===== config.mk =====
export PLATFORM = sky130hd
export DESIGN_NAME = serial_adder_flat
export DESIGN_NICKNAME = d
export VERILOG_FILES = /design/src/rtl/serial_adder_if.sv /design/src/rtl/serial_adder.sv /design/src/flat_wrapper.sv
export SDC_FILE = /design/constraint.sdc
export NUM_CORES = 1
export LEC_CHECK = 0
export ABC_AREA = 0
export CORE_ASPECT_RATIO = 1.2
export CORE_MARGIN = 10
export CORE_UTILIZATION = 40
export CTS_BUF_LIST = sky130_fd_sc_hd__clkbuf_2 sky130_fd_sc_hd__clkbuf_4 sky130_fd_sc_hd__clkbuf_8
export DETAILED_ROUTE_END_ITERATION = 8
export GPL_ROUTABILITY_DRIVEN = 0
export PLACE_DENSITY = 0.59
export SLEW_MARGIN = 20
export SYNTH_ARGS = -nofsm -noshare
export SYNTH_HDL_FRONTEND = slang
export SYNTH_SLANG_ARGS = --single-unit

===== constraint.sdc =====
create_clock -name sys_clk -period 1.8 [get_ports sys_clk]
set_input_delay 0.36 -clock sys_clk [delete_from_list [all_inputs] [get_ports sys_clk]]
set_output_delay 0.36 -clock sys_clk [all_outputs]
set_load 0.03 [all_outputs]

===== src/rtl/serial_adder_if.sv =====
// Request/result bundle for serial_adder: operands and start in, status and result out.
interface serial_adder_if #(
  parameter int unsigned WIDTH = 8
);
  logic             start;
  logic [WIDTH-1:0] op_a;
  logic [WIDTH-1:0] op_b;
  logic             cin;
  logic             busy;
  logic             done;
  logic [WIDTH-1:0] sum;
  logic             cout;

  modport master (
    output start, op_a, op_b, cin,
    input  busy, done, sum, cout
  );

  modport slave (
    input  start, op_a, op_b, cin,
    output busy, done, sum, cout
  );
endinterface


===== src/rtl/serial_adder.sv =====
// Bit-serial adder: one full-adder slice processes one operand bit per clock, LSB first,
// with its carry recirculated through a flop. Result appears with a one-cycle done pulse.
module serial_adder #(
  parameter int unsigned WIDTH = 8
) (
  input  logic           sys_clk,
  input  logic           sys_rst_n,
  serial_adder_if.slave  bus
);

  localparam int unsigned CntW = (WIDTH > 1) ? $clog2(WIDTH) : 1;
  localparam logic [CntW-1:0] LastBit = CntW'(WIDTH - 1);

  typedef enum logic [1:0] {StIdle, StRun, StDone} state_e;

  state_e           state_q, state_d;
  logic [WIDTH-1:0] a_q, a_d, b_q, b_d, res_q, res_d, sum_q, sum_d;
  logic [CntW-1:0]  cnt_q, cnt_d;
  logic             carry_q, carry_d, cout_q, cout_d;
  logic             busy_q, busy_d, done_q, done_d;
  logic             fa_s, fa_c;

  // Full-adder slice on the current LSBs.
  assign fa_s = a_q[0] ^ b_q[0] ^ carry_q;
  assign fa_c = (a_q[0] & b_q[0]) | (carry_q & (a_q[0] ^ b_q[0]));

  always_comb begin
    state_d = state_q;
    a_d     = a_q;
    b_d     = b_q;
    res_d   = res_q;
    cnt_d   = cnt_q;
    carry_d = carry_q;
    sum_d   = sum_q;
    cout_d  = cout_q;
    busy_d  = 1'b0;
    done_d  = 1'b0;
    unique case (state_q)
      StIdle: begin
        if (bus.start) begin
          a_d     = bus.op_a;
          b_d     = bus.op_b;
          carry_d = bus.cin;
          res_d   = '0;
          cnt_d   = '0;
          busy_d  = 1'b1;
          state_d = StRun;
        end
      end
      StRun: begin
        // Result fills from the MSB end so bit 0 lands at position 0 after WIDTH shifts.
        res_d   = (res_q >> 1) | (WIDTH'(fa_s) << (WIDTH - 1));
        carry_d = fa_c;
        a_d     = a_q >> 1;
        b_d     = b_q >> 1;
        cnt_d   = cnt_q + 1'b1;
        busy_d  = 1'b1;
        if (cnt_q == LastBit) begin
          sum_d   = res_d;
          cout_d  = fa_c;
          busy_d  = 1'b0;
          done_d  = 1'b1;
          state_d = StDone;
        end
      end
      StDone: begin
        state_d = StIdle;
      end
      default: begin
        state_d = StIdle;
      end
    endcase
  end

  always_ff @(posedge sys_clk or negedge sys_rst_n) begin
    if (!sys_rst_n) begin
      state_q <= StIdle;
      a_q     <= '0;
      b_q     <= '0;
      res_q   <= '0;
      cnt_q   <= '0;
      carry_q <= 1'b0;
      sum_q   <= '0;
      cout_q  <= 1'b0;
      busy_q  <= 1'b0;
      done_q  <= 1'b0;
    end else begin
      state_q <= state_d;
      a_q     <= a_d;
      b_q     <= b_d;
      res_q   <= res_d;
      cnt_q   <= cnt_d;
      carry_q <= carry_d;
      sum_q   <= sum_d;
      cout_q  <= cout_d;
      busy_q  <= busy_d;
      done_q  <= done_d;
    end
  end

  assign bus.busy = busy_q;
  assign bus.done = done_q;
  assign bus.sum  = sum_q;
  assign bus.cout = cout_q;

endmodule


===== src/flat_wrapper.sv =====
// flat-port wrapper written by rule: the top's interface ports become plain ports
module serial_adder_flat 
#(
  parameter int unsigned WIDTH = 8
)
  (sys_clk, sys_rst_n, bus_start, bus_op_a, bus_op_b, bus_cin, bus_busy, bus_done, bus_sum, bus_cout);
  serial_adder_if #(.WIDTH(WIDTH)) bus_i ();
  input  logic sys_clk;
  input  logic sys_rst_n;
  input wire logic [$bits(bus_i.start)-1:0] bus_start;
  input wire logic [$bits(bus_i.op_a)-1:0] bus_op_a;
  input wire logic [$bits(bus_i.op_b)-1:0] bus_op_b;
  input wire logic [$bits(bus_i.cin)-1:0] bus_cin;
  output wire logic [$bits(bus_i.busy)-1:0] bus_busy;
  output wire logic [$bits(bus_i.done)-1:0] bus_done;
  output wire logic [$bits(bus_i.sum)-1:0] bus_sum;
  output wire logic [$bits(bus_i.cout)-1:0] bus_cout;
  assign bus_i.start = bus_start;
  assign bus_i.op_a = bus_op_a;
  assign bus_i.op_b = bus_op_b;
  assign bus_i.cin = bus_cin;
  assign bus_busy = bus_i.busy;
  assign bus_done = bus_i.done;
  assign bus_sum = bus_i.sum;
  assign bus_cout = bus_i.cout;
  serial_adder #(.WIDTH(WIDTH)) u_core (.sys_clk(sys_clk), .sys_rst_n(sys_rst_n), .bus(bus_i));
endmodule

==> flow_metrics.py <==
metrics = {
    "route": {
        "vias": 1247,
        "drc": 0,
        "wl_per_cell_um": 16.0,
        "detail-route-antenna-nets": 0,
        "viasPerCell": 5.47,
        "wl_um": 3660,
        "drtPass1Iterations": 4,
        "drt_iter0_markers": 55,
    },
    "critical_path": {
        "crit_family": "buffers and inverters",
        "critPathRequiredTime_ns": 1.44,
        "worst_path_largest_cell_delay_ns": 0.68,
        "critPathKind": "flip-flop to output port",
        "crit_slowest_cell": "clkdlybuf4s50_1",
        "critPathMaxFanout": 2,
        "startpoint_type": "flip-flop",
        "worstPathArrival_ns": 1.33,
        "cp-startpoint": "u_core.bus.cout",
        "crit_chain": "clkdlybuf4s50_1",
        "timing.rr.start": "u_core.state_q[1]",
        "path_buf_inv": 1,
        "end_kind": "output port",
    },
    "placement": {
        "hpwl_um": 2610,
        "numPortBuffers": 30,
        "placed_area_sq_um": 2100,
        "placedCellCount": 220,
        "detailedPlace.worstSlack_ns": 0.0877,
    },
    "clocking": {
        "cts_buffers": 5,
        "cts_resized": 0,
        "clk_latency_ns": 0.29,
        "clock_path_buffers": 2,
        "holdBufCountCts": 0,
        "htree_num_levels": 2,
        "cts_setup_buffers": 0,
        "clk_pin_slew_ns": 0.08,
        "cts_sinks": 40,
        "root_buffer": "clkbuf_8",
        "cts_tree": "built",
    },
    "floorplan": {
        "rows": 26,
        "die-area_sq_um": 7490,
        "fp.dieH_um": 92.8,
        "die_width_um": 80.7,
        "start_util_pct": 41.5,
        "core_sq_um": 4260,
        "design.portCount": 31,
    },
    "pwr": {
        "seq_power_share_pct": 41.2,
        "switching_share_pct": 35.4,
        "internal-power_mw": 2.49,
        "pwr_density_cell_nw_per_um2": 1740,
        "p_sw_mw": 1.37,
        "peakVddDrop_uv": 586,
        "p_clk_share_pct": 18.9,
        "comb_power_share_pct": 39.9,
        "leakagePower_nw": 0.970,
    },
    "timing": {
        "worst_pin_slew_ns": 0.618,
        "clock.fmax_mhz": 593,
        "finalCriticalPeriod_ns": 1.69,
        "setup_ws_ns": 0.113,
        "fin_tns_setup_ns": 0,
        "relSlewSlack_pct": 58.8,
        "fin_crit_sh_pct": 93.7,
        "rsz0062_at_grt": "false",
        "slew_viol_final": 0,
        "finalSetupViolations": 0,
        "finalHoldViolCount": 0,
        "skew_ns": 0.00575,
    },
    "flow_run": {
        "drv_cap": 0,
    },
    "final_layout": {
        "layoutNonFillerInstCount": 228,
        "drive_above_1_share_pct": 15.1,
        "syn_to_final_growth_pct": 25.1,
        "final_nets": 194,
        "fillers": 389,
        "fin_area_sq_um": 2210,
        "insertedDiodeCount": 0,
    },
    "global_route": {
        "grt_antenna_before_repair": 0,
        "grt_pass1_vias": 1320,
        "grt_max_degree": 23,
        "grt_overflow_total": 0,
        "grt_pass1_wl_um": 6340,
        "grt_util_all_layers_pct": 10.6,
    },
    "hold_path": {
        "hold_class": "input port to asynchronous set/reset pin",
    },
    "yosys": {
        "async_flop_share_pct": 100,
        "synth_nets": 164,
        "syn_area_per_cell_sq_um": 12.5,
        "yosysWarnings": 0,
        "syn_area_sq_um": 1770,
        "synth_ff_type": "dfrtp_1",
        "yosys.area.top_type": "dfrtp_1",
        "synth_common_cells": "dfrtp_1 (40), nor2_1 (17), o22ai_1 (14), o32ai_1 (14)",
        "synth_cells": 141,
        "ys_ff_latch": 40,
        "netlist.area_leader.share_pct": 56.6,
        "synth-edff-count": 0,
        "ys_top_cells_by_area": "dfrtp_1 (57%), mux2_4 (7.6%), o32ai_1 (6.9%)",
        "ys_seq_area_share_pct": 56.6,
        "synth_cell_type_count": 26,
        "synth.most_common_cell": "dfrtp_1",
    },
    "run_status": {
        "outcome": "finished, final reports clean",
    },
}
==> power by group through the flow <==
stage / logic (mW) / clock network (mW) / registers, mW
detailed placement: 1.57 / 0 / 1.61
CTS: 1.57 / 0.752 / 1.59
global route: 1.71 / 0.781 / 1.65
global placement: 1.53 / 0 / 1.59
finish: 1.54 / 0.730 / 1.59
floorplan: 0.982 / 0 / 1.73
==> logic make-up after synthesis <==
group / after synthesis / synth area share (%)
adder cells (fa/ha/maj): 3 / 2.55
AO/OA/AOI/OAI: 45 / 18.8
multiplexers: 10 / 8.21
flip-flops: 40 / 56.6
AND/OR/NAND/NOR: 27 / 8.56
buffers and inverters: 16 / 5.31
==> worst paths after layout <==
check	cells after the start	slack, ns	end
worst max-delay path	1	0.11	bus_cout
worst min-delay path	1	0.05	u_core.bus.sum[1]
worst max register to register	4	0.29	u_core.bus.sum[0]
worst min register to register	1	0.51	u_core.cnt_q[0]
max in group asynchronous	2	1.25	u_core.a_q[1]
min in group sys_clk	1	0.51	u_core.cnt_q[0]
==> per-stage QoR <==
step                      power (mW)  util (%)  hold slack (ns)
after global routing            4.14      51.9           0.0666
after floorplan                 2.71         -           0.0644
after CTS                       3.91      51.9           0.0507
after global placement          3.11      49.3            0.368
after detailed placement        3.17      49.3            0.368
final                           3.86      51.9           0.0490
==> placed cells by master, fill, tap and decap left out <==
| cell | netlist | routed |
|---|---|---|
| o22ai_1 | 14 | 14 |
| o21bai_1 | 1 | 1 |
| o21ai_0 | 6 | 6 |
| nand2_1 | 3 | 3 |
| nor2b_4 | 1 | 1 |
| bufinv_16 | 0 | 1 |
| clkdlybuf4s50_1 | 0 | 29 |
| nand2b_1 | 1 | 1 |
| or4b_1 | 1 | 1 |
| dfrtp_1 | 40 | 40 |
| buf_2 | 6 | 1 |
| nand2b_4 | 1 | 1 |
| or2_1 | 1 | 1 |
| buf_12 | 0 | 1 |
| inv_2 | 1 | 1 |
| mux2i_1 | 1 | 1 |
| nor2b_1 | 1 | 1 |
| clkinv_2 | 0 | 1 |
| inv_1 | 4 | 4 |
| clkbuf_4 | 0 | 1 |
| nor2_1 | 17 | 17 |
| clkbuf_8 | 0 | 5 |
| fa_1 | 1 | 1 |
| buf_4 | 1 | 3 |
| mux2_4 | 9 | 9 |
| o32ai_1 | 14 | 14 |
| a22o_1 | 9 | 9 |
| nand2_8 | 1 | 1 |
| ha_1 | 2 | 2 |
| a21oi_1 | 1 | 1 |
==> registers in the layout (all words and copies together), names as in the netlist <==
register,cells
u_core.a_q,8
u_core.b_q,8
u_core.bus.busy,1
u_core.bus.cout,1
u_core.bus.done,1
u_core.bus.sum,8
u_core.carry_q,1
u_core.cnt_q,3
u_core.res_q,7
u_core.state_q,2
==> final cells by class <==
type                       count  area, sq um  area share [%]
tap                           56         70.1            3.17
inverter                       5         18.8           0.848
clock buffer                   6         76.3            3.45
sequential                    40         1000            45.2
clock inverter                 2         35.0            1.58
timing repair buffer          34          338            15.3
multi-input combinational     85          673            30.4
==> layer usage <==
metal / routed length, um / GRT usage, % / vias up
met5: 0 / 0 / -
met4: 63 / 4.34 / 0
met3: 210 / 3.29 / 6
met2: 1690 / 16.9 / 33
met1: 1700 / 12.8 / 629
li1: - / - / 579
Note: power is estimated with default switching activity, not from simulation.
